$ cat src/rtl/fetch_pkg.sv
// Shared types for the instruction fetch unit and its FIFOs.
package fetch_pkg;

    localparam int unsigned FETCH_XLEN = 32;

    // Fetch control states: RST while held in reset, RUN normally,
    // DRAIN while stale responses from before a redirect are still due.
    typedef enum logic [1:0] {
        ST_RST   = 2'd0,
        ST_RUN   = 2'd1,
        ST_DRAIN = 2'd2
    } fetch_state_e;

    // Prefetch queue entry; the queue stores the same {pc, inst} order at any XLEN.
    typedef struct packed {
        logic [FETCH_XLEN-1:0] pc;
        logic [FETCH_XLEN-1:0] inst;
    } fetch_entry_t;

    // Width of a counter able to hold 0..depth inclusive.
    function automatic int unsigned cnt_width(input int unsigned depth);
        return $clog2(depth + 1);
    endfunction

endpackage

$ cat src/rtl/fifo_sync.sv
// Synchronous FIFO with occupancy count and flush; DEPTH must be a power of two.
module fifo_sync
    import fetch_pkg::*;
#(
    parameter int unsigned WIDTH = 8,
    parameter int unsigned DEPTH = 4
) (
    input  logic                             clk_i,
    input  logic                             rst_i,
    input  logic                             flush_i,
    input  logic                             push_i,
    input  logic [WIDTH-1:0]                 wdata_i,
    input  logic                             pop_i,
    output logic [WIDTH-1:0]                 rdata_o,
    output logic [$clog2(DEPTH+1)-1:0]       count_o
);

    localparam int unsigned PW = $clog2(DEPTH);
    localparam int unsigned CW = cnt_width(DEPTH);

    logic [WIDTH-1:0] mem_q [DEPTH];
    logic [WIDTH-1:0] mem_d [DEPTH];
    logic [PW-1:0]    wr_ptr_q, wr_ptr_d;
    logic [PW-1:0]    rd_ptr_q, rd_ptr_d;
    logic [CW-1:0]    count_q, count_d;
    logic             do_push, do_pop;

    // Pointer/count update; flush empties the FIFO and wins over push/pop.
    always_comb begin
        mem_d    = mem_q;
        wr_ptr_d = wr_ptr_q;
        rd_ptr_d = rd_ptr_q;
        count_d  = count_q;
        do_pop   = pop_i && (count_q != '0);
        do_push  = push_i && ((count_q != CW'(DEPTH)) || do_pop);
        if (flush_i) begin
            wr_ptr_d = '0;
            rd_ptr_d = '0;
            count_d  = '0;
        end else begin
            if (do_push) begin
                mem_d[wr_ptr_q] = wdata_i;
                wr_ptr_d        = wr_ptr_q + PW'(1);
            end
            if (do_pop) begin
                rd_ptr_d = rd_ptr_q + PW'(1);
            end
            count_d = count_q + CW'(do_push) - CW'(do_pop);
        end
    end

    // Storage and pointer registers.
    always_ff @(posedge clk_i or posedge rst_i) begin
        if (rst_i) begin
            mem_q    <= '{default: '0};
            wr_ptr_q <= '0;
            rd_ptr_q <= '0;
            count_q  <= '0;
        end else begin
            mem_q    <= mem_d;
            wr_ptr_q <= wr_ptr_d;
            rd_ptr_q <= rd_ptr_d;
            count_q  <= count_d;
        end
    end

    assign rdata_o = mem_q[rd_ptr_q];
    assign count_o = count_q;

endmodule

$ cat src/rtl/fetch_unit.sv
// Instruction fetch unit: credit-limited prefetch into an in-order queue,
// with redirect handling that discards responses still in flight.
module fetch_unit
    import fetch_pkg::*;
#(
    parameter int unsigned   XLEN     = 32,
    parameter int unsigned   DEPTH    = 4,
    parameter logic [XLEN-1:0] RESET_PC = 32'h0000_0000
) (
    input  logic            clk_i,
    input  logic            rst_i,
    output logic            imem_req_o,
    output logic [XLEN-1:0] imem_addr_o,
    input  logic            imem_gnt_i,
    input  logic            imem_rvalid_i,
    input  logic [XLEN-1:0] imem_rdata_i,
    input  logic            redirect_i,
    input  logic [XLEN-1:0] redirect_pc_i,
    output logic            inst_valid_o,
    output logic [XLEN-1:0] inst_o,
    output logic [XLEN-1:0] inst_pc_o,
    input  logic            inst_ready_i
);

    localparam int unsigned CW = cnt_width(DEPTH);
    localparam int unsigned SW = CW + 1;
    localparam int unsigned QW = 2 * XLEN;

    fetch_state_e    state_q, state_d;
    logic [XLEN-1:0] fetch_pc_q, fetch_pc_d;
    logic [CW-1:0]   dcnt_q, dcnt_d;

    logic [CW-1:0]   qcnt;
    logic [CW-1:0]   ocnt;
    logic [QW-1:0]   q_head;
    logic [XLEN-1:0] inflight_pc;

    logic            credit_ok;
    logic            req;
    logic            grant;
    logic            drop;
    logic            q_push;
    logic            q_pop;
    logic            inst_valid;

    // Request credit, response routing and next-state computation.
    always_comb begin
        state_d    = state_q;
        fetch_pc_d = fetch_pc_q;
        dcnt_d     = dcnt_q;

        credit_ok  = (SW'(qcnt) + SW'(ocnt)) < SW'(DEPTH);
        req        = (state_q != ST_RST) && !redirect_i && credit_ok;
        grant      = req && imem_gnt_i;
        // A response in a redirect cycle is stale too, so it is dropped.
        drop       = imem_rvalid_i && (redirect_i || (dcnt_q != '0));
        q_push     = imem_rvalid_i && !drop;
        inst_valid = (qcnt != '0);
        q_pop      = inst_valid && inst_ready_i;

        if (redirect_i) begin
            fetch_pc_d = redirect_pc_i & ~XLEN'(3);
            dcnt_d     = ocnt - CW'(imem_rvalid_i);
        end else begin
            if (grant) begin
                fetch_pc_d = fetch_pc_q + XLEN'(4);
            end
            if (drop) begin
                dcnt_d = dcnt_q - CW'(1);
            end
        end

        if (state_q == ST_RST) begin
            state_d = ST_RUN;
        end else begin
            state_d = (dcnt_d != '0) ? ST_DRAIN : ST_RUN;
        end
    end

    // Control state registers.
    always_ff @(posedge clk_i or posedge rst_i) begin
        if (rst_i) begin
            state_q    <= ST_RST;
            fetch_pc_q <= RESET_PC;
            dcnt_q     <= '0;
        end else begin
            state_q    <= state_d;
            fetch_pc_q <= fetch_pc_d;
            dcnt_q     <= dcnt_d;
        end
    end

    // Addresses of granted requests, popped by every response (kept or dropped).
    fifo_sync #(
        .WIDTH (XLEN),
        .DEPTH (DEPTH)
    ) u_inflight (
        .clk_i   (clk_i),
        .rst_i   (rst_i),
        .flush_i (1'b0),
        .push_i  (grant),
        .wdata_i (fetch_pc_q),
        .pop_i   (imem_rvalid_i),
        .rdata_o (inflight_pc),
        .count_o (ocnt)
    );

    // Prefetch queue toward decode; a redirect flushes it after any same-cycle pop.
    fifo_sync #(
        .WIDTH (QW),
        .DEPTH (DEPTH)
    ) u_queue (
        .clk_i   (clk_i),
        .rst_i   (rst_i),
        .flush_i (redirect_i),
        .push_i  (q_push),
        .wdata_i ({inflight_pc, imem_rdata_i}),
        .pop_i   (q_pop),
        .rdata_o (q_head),
        .count_o (qcnt)
    );

    assign imem_req_o   = req;
    assign imem_addr_o  = fetch_pc_q;
    assign inst_valid_o = inst_valid;
    assign inst_o       = q_head[XLEN-1:0];
    assign inst_pc_o    = q_head[QW-1:XLEN];

    // The credit rule must keep the queue from ever receiving a response while full.
    a_no_overflow: assert property (@(posedge clk_i) disable iff (rst_i)
        !(q_push && (qcnt == CW'(DEPTH))));

    // Every response must match a granted request.
    a_resp_tracked: assert property (@(posedge clk_i) disable iff (rst_i)
        !(imem_rvalid_i && (ocnt == '0)));

endmodule
$ cat config.mk
export PLATFORM = sky130hd
export DESIGN_NAME = fetch_unit
export DESIGN_NICKNAME = d
export VERILOG_FILES = /design/src/rtl/fetch_pkg.sv /design/src/rtl/fifo_sync.sv /design/src/rtl/fetch_unit.sv
export SDC_FILE = /design/constraint.sdc
export NUM_CORES = 1
export LEC_CHECK = 0
export ABC_AREA = 0
export CORE_MARGIN = 2
export CORE_UTILIZATION = 50
export CTS_CLUSTER_SIZE = 25
export DETAILED_ROUTE_END_ITERATION = 10
export PLACE_DENSITY_LB_ADDON = 0.15
export SLEW_MARGIN = 20
export SYNTH_ARGS = -nofsm -noshare
export SYNTH_HDL_FRONTEND = slang
export SYNTH_SLANG_ARGS = --single-unit
$ cat constraint.sdc
create_clock -name clk_i -period 15.6 [get_ports clk_i]
set_clock_uncertainty 0.2 [all_clocks]
set_input_delay 3.12 -clock clk_i [delete_from_list [all_inputs] [get_ports clk_i]]
set_output_delay 3.12 -clock clk_i [all_outputs]
set_load 0.02 [all_outputs]
==> results.toml, run 1 <==
[outcome]
status = "completed"

[sta]
hold_viol_final = 0
worstMarginPinSlew_ns = 1.13
fin_crit_sh_pct = 53.8
finalSetupViolations = 0
slew_viol_final = 0
grt_setup_unrepaired = "false"
finalSetupTns_ns = 0
min_period_ns = 8.39
fmax_ghz = 0.119
relSlewSlack_pct = 24.5

[clock_network]
worstSkewPairLatency_ns = 0.56
cts_root_buffer = "clkbuf_16"
cts_resized = 0
cts_inserted_buffers = 45
hold_buffers = 0
cts_buffer_depth = 3
post-cts-setup-buffers = 0
h-tree-depth = 2
cts_tree = "done"
clk_pin_slew_ns = 0.06
cts_num_sinks = 417

[global_routing]
grt_max_degree = 137
grt_pass1_vias = 11900
antenna_found_initial = 0
grt_pass1_wl_mm = 66.6
grt_util_all_layers_pct = 21.6
grt_overflow_total = 0

[floorplanning]
die-area_sq_um = 40000
fp.dieH_microns = 200
rows = 71
core_area_sq_um = 37800
die_w_microns = 200
num_io_pins = 168
initial_core_util_pct = 50.8

[setup_path]
end_kind = "output port"
crit_required_ns = 12.28
rrSetupSlack_ns = 11.94
startpoint = "redirect_i"
cpMaxStageDelayCell = "clkdlybuf4s50_1"
startpoint_type = "primary input"
slowest_delay_ns = 0.67
cp.depth = 5
crit_buf_inv = 3
crit_fanout = 51
cp.arrival_ns = 5.07
crit_chain = "buf_2, buf_4, or4_4, nor3_1, clkdlybuf4s50_1"
rr_worst_depth = 9
critPathKind = "primary input to output port"
r2r_end = "u_inflight.count_o[2]"
critical_path.top_delay_family = "buffers and inverters"
rr_startpoint = "u_inflight.count_o[2]"

[pwr]
power_per_cell_area_nw_per_um2 = 170
p_leak_uw = 0.0106
ir_drop_mv = 0.0938

[synth]
synth_edf_count = 0
ys_ff_latch = 417
synth_warnings = 0
netlist_top_cells_area = "dfrtp_1 (54%), mux2_2 (17%), mux4_2 (11%)"
synth_flop_cell = "dfrtp_1"
synth_area_sq_um = 19200
post-synth-top-area-cell = "dfrtp_1"
ys_types = 58
ys_seq_area_share_pct = 54.4
yosysMostFrequentCell = "dfrtp_1"
synthTopCellsByCount = "dfrtp_1 (417), mux2_2 (284), mux4_2 (92)"
synth_async_sr_flop_share_pct = 100
syn_avg_cell_area_sq_um = 15.6
synth_top_area_share_pct = 54.4
syn_inst = 1230

[cells_and_area]
antenna_cells = 0
final_area_sq_um = 22500
finalNetCount = 1452
drive_above_1_share_pct = 40.4
syn_to_final_growth_pct = 17.3

[worst_hold_path]
whs_path_depth = 1
hold_class = "flop to flop"
hold_end = "u_inflight.rd_ptr_q[0]"
holdCritStartpoint = "u_inflight.rd_ptr_q[0]"

[drt]
routed_wl_mm = 40.9
antenna_left = 0
drc = 0
via_count = 10800
post_drt_wl_per_cell_microns = 21.6
viasPerCell = 5.71
drtIter0Drc = 487
drt_pass1_iterations = 4

[place]
gp_congestion = 0.767
hpwl_mm = 24.5
io_buffers = 161
place_area_sq_um = 21100

[flow_run]
max_cap_violations = 0
-- per-layer routing --
layer | vias to the layer above | share of wire, % | global-route usage [%]
li1 | 4801 | - | -
met1 | 5764 | 46 | 30.3
met2 | 238 | 47 | 34.9
met3 | 45 | 5.0 | 4.47
met4 | 0 | 1.3 | 4.77
met5 | - | 0 | 0
-- area by class of cell --
class / count / area [sq um]
Fill cell: 2909 / 15200
Clock buffer: 66 / 1350
Tap cell: 511 / 639
Multi-Input combinational cell: 703 / 8260
Timing Repair Buffer: 172 / 1690
Clock inverter: 8 / 46.3
Sequential cell: 417 / 10400
Inverter: 22 / 90.1
-- placed cells by master (no fill, tap or decap), types with 7 or more instances in the layout --
cell type | netlist | routed
dfrtp_1 | 417 | 413
and3_1 | 8 | 8
nand2_1 | 35 | 31
mux4_2 | 92 | 92
ha_1 | 19 | 19
clkbuf_8 | 0 | 10
nor2_1 | 19 | 19
buf_4 | 4 | 10
clkdlybuf4s50_1 | 0 | 160
mux2_4 | 86 | 86
o21ai_0 | 16 | 16
mux2i_1 | 7 | 7
clkbuf_1 | 62 | 9
nand2_4 | 4 | 8
clkbuf_16 | 0 | 47
xnor2_1 | 13 | 13
nor3_1 | 10 | 10
nand3_1 | 19 | 19
inv_1 | 21 | 20
nand4_1 | 12 | 12
mux2_2 | 284 | 284
-- kinds of logic after synthesis --
group / after synthesis / synth area share [%]
and+or+nand+nor: 135 / 3.85
AOI/OAI and AO/OA: 56 / 2.09
other: 1 / 0.0195
xor gates and xnor gates: 18 / 0.821
DFF: 417 / 54.4
muxes: 469 / 34.6
buffers and inverters: 113 / 2.84
adders and majority gates: 21 / 1.45
-- worst max-delay path by stage --
stage                             to  slack (ns)
final                     imem_req_o        7.21
after global routing      imem_req_o        7.15
after detailed placement  imem_req_o        7.25
after global placement    imem_req_o        7.19
after floorplan            dcnt_q[0]        0.67
after CTS                 imem_req_o        7.23
-- per-stage QoR --
stage	hold WS, ns	power (uW)	utilization (%)	worst slack, ns	std cells
final	0.293	3840	59.6	7.21	1899
after global routing	0.304	4050	59.6	7.15	1899
after CTS	0.291	3890	59.6	7.23	1899
after detailed placement	0.283	2860	55.9	7.25	1825
after global placement	0.263	2820	55.9	7.19	1825
after floorplan	0.255	2430	-	0.674	1233
-- registers in the layout, indices dropped and copies added (netlist names) --
register / cells
u_queue.mem_q: 248
u_inflight.mem_q: 120
imem_addr_o: 30
dcnt_q: 3
u_inflight.count_o: 3
u_queue.count_o: 3
state_q: 2
u_inflight.rd_ptr_q: 2
u_inflight.wr_ptr_q: 2
u_queue.rd_ptr_q: 2
u_queue.wr_ptr_q: 2
-- power breakdown --
group	switching, uW	internal (uW)	total [uW]
Sequential	215	1340	1560
Combinational	550	723	1270
Clock	416	593	1010
Total	1180	2660	3840
(Power assumes the default switching activity.)
==> run 2, diff against run 1 <==
==> constraint.sdc (replaced) <==
create_clock -name clk_i -period 8.7 [get_ports clk_i]
set_clock_uncertainty 0.2 [all_clocks]
set_input_delay 1.74 -clock clk_i [delete_from_list [all_inputs] [get_ports clk_i]]
set_output_delay 1.74 -clock clk_i [all_outputs]
set_load 0.02 [all_outputs]
==> results.toml, run 2 (synthesis gave the netlist of run 1 again) <==
[global_routing]
grt_pass1_wl_mm = 65.3
grt_util_all_layers_pct = 21.2
use_met2_pct = 33.8
antenna_found_initial = 0
use_met3_pct = 3.38
grt_overflow_total = 0
use_met1_pct = 30.4
grt_pass1_vias = 11500
grt_max_degree = 179
top_usage_layer = "met2"

[setup_path]
r2r_end = "u_inflight.mem_q[23]"
end_kind = "output port"
rr_startpoint = "u_inflight.count_o[2]"
crit_fanout = 51
rr_worst_depth = 6
crit_required_ns = 6.76
cp.arrival_ns = 3.70
critPathKind = "primary input to output port"
rrSetupSlack_ns = 5.07
startpoint_type = "primary input"

[pwr]
power_per_cell_area_nw_per_um2 = 308
p_leak_uw = 0.0107
p_total_uw = 6990
ir_drop_mv = 0.197

[worst_hold_path]
hold_end = "state_q[0]"
hold_class = "flop to flop"
whs_path_depth = 1
holdCritStartpoint = "state_q[1]"

[clock_network]
worstSkewPairLatency_ns = 0.55
post-cts-setup-buffers = 0
cts_resized = 0
clk_pin_slew_ns = 0.06
cts_buffer_depth = 3
cts_tree = "done"
h-tree-depth = 2
cts_num_sinks = 417
hold_buffers = 0
cts_inserted_buffers = 45
cts_root_buffer = "clkbuf_16"

[flow_run]
max_cap_violations = 0

[floorplanning]
die_w_microns = 200
num_io_pins = 168
rows = 71
initial_core_util_pct = 50.8
fp.dieH_microns = 200
core_area_sq_um = 37800
die-area_sq_um = 40000

[drt]
drc = 0
routed_wl_mm = 40.9
drt_pass1_iterations = 4
via_count = 10900
antenna_left = 0
drtIter0Drc = 449
viasPerCell = 5.69
post_drt_wl_per_cell_microns = 21.4

[sta]
hold_viol_final = 0
fin_crit_sh_pct = 64.8
worstMarginPinSlew_ns = 1.09
fmax_ghz = 0.177
finalSetupViolations = 0
min_period_ns = 5.64
slew_viol_final = 0
grt_setup_unrepaired = "false"
finalSetupTns_ns = 0
relSlewSlack_pct = 27.1

[cells_and_area]
finalNetCount = 1454
syn_to_final_growth_pct = 18.2
drive_above_1_share_pct = 41.0
mostFrequentLayoutCell = "dfrtp_1"
regMostFlops = "u_queue.mem_q"
antenna_cells = 0
largest_reg_flops = 248
layout_common_cells = "dfrtp_1 (413), mux2_2 (284), clkdlybuf4s50_1 (160), mux4_2 (92), mux2_4 (86)"

[place]
hpwl_mm = 24.0
io_buffers = 161
gp_congestion = 0.798

[outcome]
status = "completed"
-- run 2: cell types whose count changed in the layout (fill, tap and decap cells not counted) --
cell | previous run | this run
clkinv_2 | 6 | 14
bufinv_16 | 0 | 4
clkbuf_1 | 9 | 6
clkbuf_8 | 10 | 7
buf_12 | 0 | 2
buf_16 | 0 | 1
buf_6 | 1 | 0
clkinvlp_4 | 1 | 2
inv_8 | 1 | 0
-- run 2: layout make-up --
type | instances | area [sq um]
inverter | 22 | 86.3
clock inverter | 20 | 206
tap | 511 | 639
multi-input combinational | 703 | 8260
sequential | 417 | 10400
fill | 2932 | 15100
timing repair buffer | 174 | 1750
clock buffer | 60 | 1290
-- run 2: worst max-delay path by stage --
stage	cells after the start	slack, ns	endpoint	from
after floorplan	1	1.14	dcnt_q[0]	rst_i
after global placement	5	3.04	imem_req_o	redirect_i
after detailed placement	5	3.09	imem_req_o	redirect_i
after CTS	5	3.08	imem_req_o	redirect_i
after global routing	5	3.02	imem_req_o	redirect_i
final	5	3.06	imem_req_o	redirect_i
-- run 2: routing by layer --
layer  part of all wire, %  routed length, microns
met3                   4.2                    1720
met5                     0                       0
met2                    47                   19000
met4                   1.9                     772
met1                    47                   19300
-- run 2: power by group --
| part | total [uW] | switching (uW) | internal [uW] |
|---|---|---|---|
| clock | 1930 | 765 | 1160 |
| combinational | 2270 | 971 | 1300 |
| sequential | 2800 | 388 | 2410 |
| total | 6990 | 2120 | 4870 |
-- run 2: critical path, cell delays in order --
cell             delay (ns)
buf_2                  0.09
buf_4                  0.28
or4_4                  0.62
nor3_1                 0.28
clkdlybuf4s50_1        0.67
-- run 2: stage by stage --
step | area (sq um) | setup WS, ns | hold WS [ns] | cells | util (%)
final | 22700 | 3.06 | 0.294 | 1907 | 60.1
after global routing | 22700 | 3.02 | 0.305 | 1907 | 60.1
after CTS | 22700 | 3.08 | 0.293 | 1906 | 60.0
after detailed placement | 21200 | 3.09 | 0.286 | 1826 | 56.0
after global placement | 21200 | 3.04 | 0.275 | 1826 | 56.0
after floorplan | 19200 | 1.14 | 0.255 | 1233 | -
==> run 3, diff against run 2 <==
==> constraint.sdc (replaced) <==
create_clock -name clk_i -period 5.2 [get_ports clk_i]
set_clock_uncertainty 0.2 [all_clocks]
set_input_delay 1.04 -clock clk_i [delete_from_list [all_inputs] [get_ports clk_i]]
set_output_delay 1.04 -clock clk_i [all_outputs]
set_load 0.02 [all_outputs]
==> results.toml, run 3 (synthesis gave the netlist of run 1 again) <==
[sta]
fmax_ghz = 0.241
worstMarginPinSlew_ns = 0.913
fin_crit_sh_pct = 79.9
relSlewSlack_pct = 39.1
hold_viol_final = 0
min_period_ns = 4.16
grt_setup_unrepaired = "false"
finalSetupTns_ns = 0
finalSetupViolations = 0
slew_viol_final = 0

[global_routing]
grt_overflow_total = 0
grt_pass1_vias = 11500
antenna_found_initial = 0
grt_util_all_layers_pct = 21.2
grt_max_degree = 103
grt_pass1_wl_mm = 65.4

[floorplanning]
die-area_sq_um = 40000
core_area_sq_um = 37800
initial_core_util_pct = 50.8
fp.dieH_microns = 200
num_io_pins = 168
rows = 71
die_w_microns = 200

[pwr]
power_frac_comb_pct = 32.8
p_total_uw = 11400
p_sw_share_pct = 30.7
p_leak_uw = 0.0107
seqPwrFrac_pct = 41.5
power.switching_uw = 3500
power_per_cell_area_nw_per_um2 = 504
clkPwrFrac_pct = 25.7
ir_drop_mv = 0.220
p_int_uw = 7910

[place]
place_area_sq_um = 21300
dp.cells = 1835
gp_congestion = 0.766
hpwl_mm = 25.2
io_buffers = 161

[cells_and_area]
mostFrequentLayoutCell = "dfrtp_1"
antenna_cells = 0
finalNetCount = 1461
multi_input_area_sq_um = 8260
seq_area_sq_um = 10400
fillCellCount = 2954
final-instance-count-excl-fill = 1910
largest_reg_flops = 248
final_area_sq_um = 22600
drive_above_1_share_pct = 40.4
fin_util_pct = 59.9
regMostFlops = "u_queue.mem_q"
layout_common_cells = "dfrtp_1 (413), mux2_2 (284), clkdlybuf4s50_1 (160), mux4_2 (92), mux2_4 (86)"
syn_to_final_growth_pct = 17.8

[setup_path]
critPathKind = "flop to output port"
rrSetupSlack_ns = 1.59
crit_fanout = 36
crit_required_ns = 3.96
startpoint_type = "flop"
crit_chain = "buf_12, mux4_2, clkdlybuf4s50_1"
cp.arrival_ns = 2.92
slowest_delay_ns = 0.85
rr_startpoint = "u_inflight.count_o[2]"
end_kind = "output port"
startpoint = "u_queue.rd_ptr_q[1]"
cpMaxStageDelayCell = "dfrtp_4"

[drt]
routed_wl_mm = 40.9
antenna_left = 0
drtIter0Drc = 585
drt_pass1_iterations = 5
viasPerCell = 5.70
post_drt_wl_per_cell_microns = 21.4
via_count = 10900
drc = 0

[clock_network]
worstSkewPairLatency_ns = 0.54
hold_buffers = 0
cts_tree = "done"
clk_pin_slew_ns = 0.06
post-cts-setup-buffers = 0
cts_buffer_depth = 3
cts_inserted_buffers = 44
cts_resized = 0
cts_num_sinks = 417
cts_root_buffer = "clkbuf_16"
h-tree-depth = 2

[outcome]
status = "completed"

[flow_run]
max_cap_violations = 0

[worst_hold_path]
holdCritStartpoint = "u_inflight.mem_q[62]"
hold_class = "flop to flop"
-- run 3: changes by cell type in the layout (fill, tap and decap cells not counted) --
cell and delta:
buf_12 +5, inv_6 -1, buf_4 +4, clkbuf_1 +10, clkinv_2 -9, buf_16 -1
clkbuf_8 +1, clkbuf_16 -2, bufinv_16 -4
-- run 3: worst paths after layout --
path / endpoint / cells past startpoint
hold reg to reg: u_inflight.mem_q[62] / 1
setup reg to reg: u_inflight.mem_q[84] / 6
setup / recovery: inst_o[4] / 3
hold / removal: u_inflight.mem_q[62] / 1
min in group asynchronous: u_queue.mem_q[58] / 2
max in group asynchronous: u_inflight.mem_q[66] / 3
-- run 3: critical path, delay by kind of cell (launching register included) --
kind / cells / cell delay (ns)
buffers and inverters: 2 / 0.94
flip-flops: 1 / 0.85
multiplexers: 1 / 0.56
-- run 3: stage by stage --
stage,hold WS [ns],setup slack (ns)
CTS,0.301,0.955
detailed placement,0.287,1.13
floorplan,0.255,-1.66
finish,0.298,1.04
global placement,0.269,1.16
global route,0.307,0.891
-- run 3: routing by layer --
layer / up-vias / wire length [microns] / GRT usage, %
met5: - / 0 / 0
met4: 0 / 715 / 5.40
met3: 50 / 2030 / 3.76
met2: 270 / 18800 / 33.3
met1: 5742 / 19400 / 30.8
li1: 4833 / - / -
-- run 3: power by group through the flow --
stage	clock network [uW]	registers (uW)	logic (uW)
after CTS	3010	4740	3800
after detailed placement	0	4790	3790
after floorplan	0	4440	2860
after global placement	0	4750	3730
final	2930	4740	3740
after global routing	3150	4860	4030
-- run 3: cell type report --
type                    count  share of cell area (%)
well taps                 511                    2.83
clock buffers              69                    5.73
flip-flops and latches    417                    46.2
multi-input cells         703                    36.5
clock inverters             6                   0.144
repair buffers            182                    8.19
inverters                  22                   0.382
==> variant 1: new RTL, config.mk and constraints of run 3 <==
`DEPTH` is set to 4 in 2 places; all go to 2.
--- a/src/rtl/fifo_sync.sv
+++ b/src/rtl/fifo_sync.sv
@@ -4,5 +4,5 @@
 #(
     parameter int unsigned WIDTH = 8,
-    parameter int unsigned DEPTH = 4
+    parameter int unsigned DEPTH = 2
 ) (
     input  logic                             clk_i,
--- a/src/rtl/fetch_unit.sv
+++ b/src/rtl/fetch_unit.sv
@@ -5,5 +5,5 @@
 #(
     parameter int unsigned   XLEN     = 32,
-    parameter int unsigned   DEPTH    = 4,
+    parameter int unsigned   DEPTH    = 2,
     parameter logic [XLEN-1:0] RESET_PC = 32'h0000_0000
 ) (
Formal check against the unedited RTL: not equivalent (Yosys sat finds a counterexample within 4 cycles, from zero or initial values and one cycle with rst_i high).
==> variant 1 against run 3 <==
Power fell by 33%. Cell count down 34%. Hold slack worse by 22 ps. Wire length down 46%. Fmax grew 6.8%. Global-route usage decreased by 0.43 points. Utilization grew 4.3 points. Sequential cell count decreased by 191. Cell area fell by 43%. Register-to-register slack improved by 390 ps. Critical path depth unchanged. Area after synthesis down 46%. Setup slack better by 260 ps. Critical path type unchanged. Largest cell class unchanged. Highest routed layer unchanged.
==> variant 1: results (changes against run 3) <==
| Metric | Value |
|---|---|
| Largest register FFs | 124 (was 248) |
| CTS Buf Count | 24 (was 44) |
| First-pass GRT wire length | 36.35 mm (was 65.43 mm) |
| Initial antenna violation count | 0 (unchanged) |
| Worst min path class | flip-flop to flip-flop (unchanged) |
| Seq/Total Area, Yosys | 55.04% (was 54.37%) |
| Dpl hpwl | 13.78 mm (was 25.24 mm) |
| Post-synth ARST share | 100.0% (unchanged) |
| Share of layout cells above drive strength 1 | 24.82% (was 40.39%) |
| PostCTS Resize Cnt | 0 (unchanged) |
| Syn avg cell area | 12.23 um2 (was 15.60 um2) |
| Dpl cells | 1225 (was 1835) |
| Clk Latency, worst-skew pair | 510 ps (was 540 ps) |
| Reg clk slew, reported paths | 60 ps (about the same) |
| Synth warn | 0 (unchanged) |
| Top cells by area, synth | dfrtp_1, mux2_2, mux2i_1, o21ai_0, nand2_1 (was dfrtp_1, mux2_2, mux4_2, mux2_4, ha_1) |
| Post-synth top flop | dfrtp_1 (unchanged) |
| H-tree depth | 1 (was 2) |
| Outcome | finished clean (unchanged) |
| Clock network power share | 23.1% (was 25.7%) |
| Fillers | 1609 (was 2954) |
| Clock Tree Root | clkbuf_16 (unchanged) |
| Drt pass-1 iters | 4 (was 5) |
| Non-Filler Instances | 1269 (was 1910) |
| Initial detailed-routing violation count | 392 (was 585) |
| P_leak | 5.637 nW (was 10.68 nW) |
| Commonest cells post-synth | dfrtp_1, mux2_2, nand2_1 (was dfrtp_1, mux2_2, mux4_2) |
| Top reg by flops | u_queue.mem_q (unchanged) |
| Largest stage delay on the critical path | 780 ps (was 850 ps) |
| Data arrival, critical path | 2650 ps (was 2920 ps) |
| IO buf count | 161 (unchanged) |
| Pin count of the biggest net entering global routing | 165 (was 103) |
| Slowest-stage cell, CP | dfrtp_2 (was dfrtp_4) |
| GP Congestion | 0.7760 (was 0.7662) |
| Avg WL per Cell | 17.56 um (was 21.44 um) |
| Internal power | 5.133 mW (was 7.906 mW) |
| Max Buffers Root-to-Sink | 3 (unchanged) |
| Synth cell types | 49 (was 58) |
| Post-CTS Setup Inserts | 0 (unchanged) |
| N_diodes | 0 (unchanged) |
| Worst-path fanout max | 41 (was 36) |
| NumNets Final | 1059 (was 1461) |
| VDD IR-drop max | 0.4073 mV (was 0.2203 mV) |
| Routed via count | 6907 (was 10895) |
| Tot GR Track Use | 20.78% (was 21.20%) |
| Slew margin rel. | 30.03% (was 39.13%) |
[variant 1: changes by cell type after synthesis, moves of 26 or more]
cell / delta
o21ai_0: +30
nor2_1: +26
a21oi_1: +30
mux2i_1: +30
mux4_2: -92
clkbuf_1: -34
mux2_4: -86
dfrtp_1: -191
mux2_2: -98
[variant 1: area by class of cell]
type	instances	area share [%]
clock buffer	34	5.482
clock inverter	10	0.9669
inverter	10	0.3191
multi-input combinational	550	33.73
sequential	226	43.72
tap	270	2.611
timing repair buffer	169	13.17
[variant 1: cells by family after synthesis]
group	Yosys count	share of synthesized area, %
simple gates	183	8.792
mux	223	23.99
other cells	1	0.03650
xor+xnor	18	1.534
flops	226	55.04
fa+ha+maj	8	1.047
compound gates	114	6.698
buf+inv	67	2.862
[variant 1: final timing paths]
path / to / from / depth (start not counted) / slack (ps)
worst max register to register: imem_addr_o[15] / u_inflight.count_o[0] / 8 / 1980
max in group asynchronous: u_queue.rd_ptr_q / rst_i / 3 / 3170
worst min register to register: u_queue.mem_q[48] / u_queue.mem_q[48] / 2 / 280
min in group asynchronous: u_queue.mem_q[27] / rst_i / 3 / 910
worst min-delay path: u_queue.mem_q[48] / u_queue.mem_q[48] / 2 / 280
worst max-delay path: inst_pc_o[20] / u_queue.rd_ptr_q / 3 / 1310
[variant 1: metrics by stage]
stage	setup WS [ps]	total power, mW	area, um2	util (%)	hold WS (ps)
after floorplan	1008	4.752	10290	-	244.4
after global placement	1354	5.899	12100	59.98	254.8
after detailed placement	1325	5.962	12100	59.98	264.2
after CTS	1238	7.768	12930	64.11	277.7
after global routing	1187	8.143	12940	64.16	305.4
final	1307	7.685	12940	64.16	276.6
[variant 1: power by group through the flow]
stage	Sequential, mW	Clock [mW]	Combinational [mW]
after global placement	2.91	0	2.99
final	2.90	1.77	3.01
after floorplan	2.76	0	2.00
after global routing	2.99	1.89	3.26
after CTS	2.90	1.81	3.05
after detailed placement	2.93	0	3.03
[variant 1: layer usage]
layer	routed length, um	vias up	global-route usage [%]	share of wire (%)
met2	10430	173	34.28	47
met4	430	0	4.856	1.9
met1	10330	3422	28.94	46
met3	1089	31	3.665	4.9
li1	-	3281	-	-
met5	0	-	0	0
[variant 1: worst max-delay path, delay by kind of cell, from the launching register on]
kind	cells	cell delay, ps
buffers and inverters	2	950
DFF	1	780
muxes	1	370
==> variant 2: new RTL, config.mk and constraints of run 3 <==
Made on the original files. Reset style: synchronous (`rst_i`), changed in 2 clocked blocks.
--- a/src/rtl/fifo_sync.sv
+++ b/src/rtl/fifo_sync.sv
@@ -51,5 +51,5 @@
 
     // Storage and pointer registers.
-    always_ff @(posedge clk_i or posedge rst_i) begin
+    always_ff @(posedge clk_i) begin
         if (rst_i) begin
             mem_q    <= '{default: '0};
--- a/src/rtl/fetch_unit.sv
+++ b/src/rtl/fetch_unit.sv
@@ -79,5 +79,5 @@
 
     // Control state registers.
-    always_ff @(posedge clk_i or posedge rst_i) begin
+    always_ff @(posedge clk_i) begin
         if (rst_i) begin
             state_q    <= ST_RST;
Behaviour: not the same (a bounded check fails within 4 cycles, from zero or initial values and one cycle with rst_i high; the reset may be asserted at any time).
==> variant 2 against run 3 <==
Cell area decreased by 6.9%. Sequential cell count unchanged. Area after synthesis decreased by 6.7%. Die area decreased by 6.5%. Critical path depth unchanged. Synthesized cell count increased by 70%. Setup slack improved by 53 ps. Cell count increased by 38%. Wire length increased by 13%. Critical endpoint is now inst_pc_o[18]. Largest cell class is now multi-input combinational cells.
Power is not compared: it rests on default switching activity, and its combinational part moved more than twofold at a synthesized area within 25%.
==> variant 2: results (changes against run 3) <==
| Metric | Value |
|---|---|
| Outcome | finished clean (unchanged) |
| Worst-path fanout max | 29 (was 36) |
| First-pass GRT wire length | 74.80 mm (was 65.43 mm) |
| WL final | 46.12 mm (was 40.94 mm) |
| Post-synth ARST share | 0% (was 100.0%) |
| Seq/Total Area, Yosys | 46.60% (was 54.37%) |
| GP Congestion | 0.8161 (was 0.7662) |
| Slowest-stage cell, CP | dfxtp_2 (was dfrtp_4) |
| Data arrival, critical path | 2860 ps (was 2920 ps) |
| Initial detailed-routing violation count | 991 (was 585) |
| Dpl cells | 2551 (was 1835) |
| Share of layout cells above drive strength 1 | 10.13% (was 40.39%) |
| Dpl hpwl | 27.26 mm (was 25.24 mm) |
| Tot GR Track Use | 24.30% (was 21.20%) |
| Synth cell types | 62 (was 58) |
| Hold EP | u_inflight.mem_q[39] (was u_inflight.mem_q[62]) |
| NumNets Final | 2228 (was 1461) |
| Routed via count | 14466 (was 10895) |
| Placed Area | 19430 um2 (was 21280 um2) |
| Dpl ws | 1186 ps (was 1134 ps) |
| CTS Buf Count | 45 (was 44) |
| Pin count of the biggest net entering global routing | 224 (was 103) |
| Critical R2R Capture | u_inflight.count_o[2] (was u_inflight.mem_q[84]) |
| Hold path depth | 2 (was 1) |
| Hold Startpoint | u_inflight.mem_q[39] (was u_inflight.mem_q[62]) |
| Largest stage delay on the critical path | 870 ps (was 850 ps) |
| Worst Max-Slew Pin Slew | 1287 ps (was 913.0 ps) |
| R2R cell count | 11 (was 6) |
[variant 2: cell types whose count changed after synthesis, sizes merged, moves of 7 or more]
cell	run 3	this run
dfxtp	0	417
clkbuf	63	107
nor2	20	37
nand2	39	761
a21oi	5	379
and2	3	10
a211oi	1	12
dfrtp	417	0
xnor2	13	20
mux2	370	1
buf	28	74
[variant 2: routing by layer]
layer | global-route usage, % | up-vias | wire [um] | part of all wire [%]
li1 | - | 7121 | - | -
met1 | 31.44 | 6863 | 20170 | 44
met2 | 42.12 | 407 | 22390 | 49
met3 | 3.923 | 75 | 2588 | 5.6
met4 | 6.757 | 0 | 971 | 2.1
met5 | 0 | - | 0 | 0
[variant 2: how the worst max path moves through the flow]
stage | start | endpoint | slack (ps) | depth (start not counted)
floorplan | redirect_i | u_inflight.count_o[2] | 1900 | 12
global placement | redirect_i | imem_req_o | 1180 | 4
detailed placement | redirect_i | imem_req_o | 1190 | 4
CTS | u_queue.rd_ptr_q[1] | inst_pc_o[18] | 1090 | 3
global route | u_queue.rd_ptr_q[0] | inst_pc_o[16] | 1050 | 3
finish | u_queue.rd_ptr_q[1] | inst_pc_o[18] | 1100 | 3
[variant 2: through the flow]
stage | hold slack, ps | power, mW
after CTS | 253.8 | 7.726
final | 250.6 | 7.654
after detailed placement | 245.4 | 4.270
after global placement | 237.8 | 4.256
after floorplan | 233.1 | 3.987
after global routing | 263.2 | 7.923
[variant 2: power groups by stage]
stage	clock network (mW)	logic [mW]	registers (mW)
floorplan	0	0.584	3.40
global placement	0	0.826	3.43
detailed placement	0	0.837	3.43
CTS	3.52	0.841	3.36
global route	3.64	0.902	3.38
finish	3.46	0.832	3.37
[variant 2: cell families after synthesis]
kind of cell	count (synthesis)	synth area share, %
AOI/OAI and AO/OA	432	12.70
other	1	0.02093
buffers and inverters	203	5.636
and+or+nand+nor	892	20.48
muxes	95	11.74
xor gates and xnor gates	26	1.271
adders and majority gates	21	1.551
DFF	417	46.60
[variant 2: cell type report]
cell class              instances  area, um2
repair buffers                181       1804
clock inverters                20      285.3
flip-flops and latches        417       8354
multi-input cells            1470       8610
inverters                      22      82.58
well taps                     461      576.8
clock buffers                  61       1329
fillers                      3100      14360
[variant 2: critical path: cells and delay by family (launching register included)]
kind                   cells  cell delay, ps
buffers and inverters      2            1030
flip-flops                 1             870
multiplexers               1             370
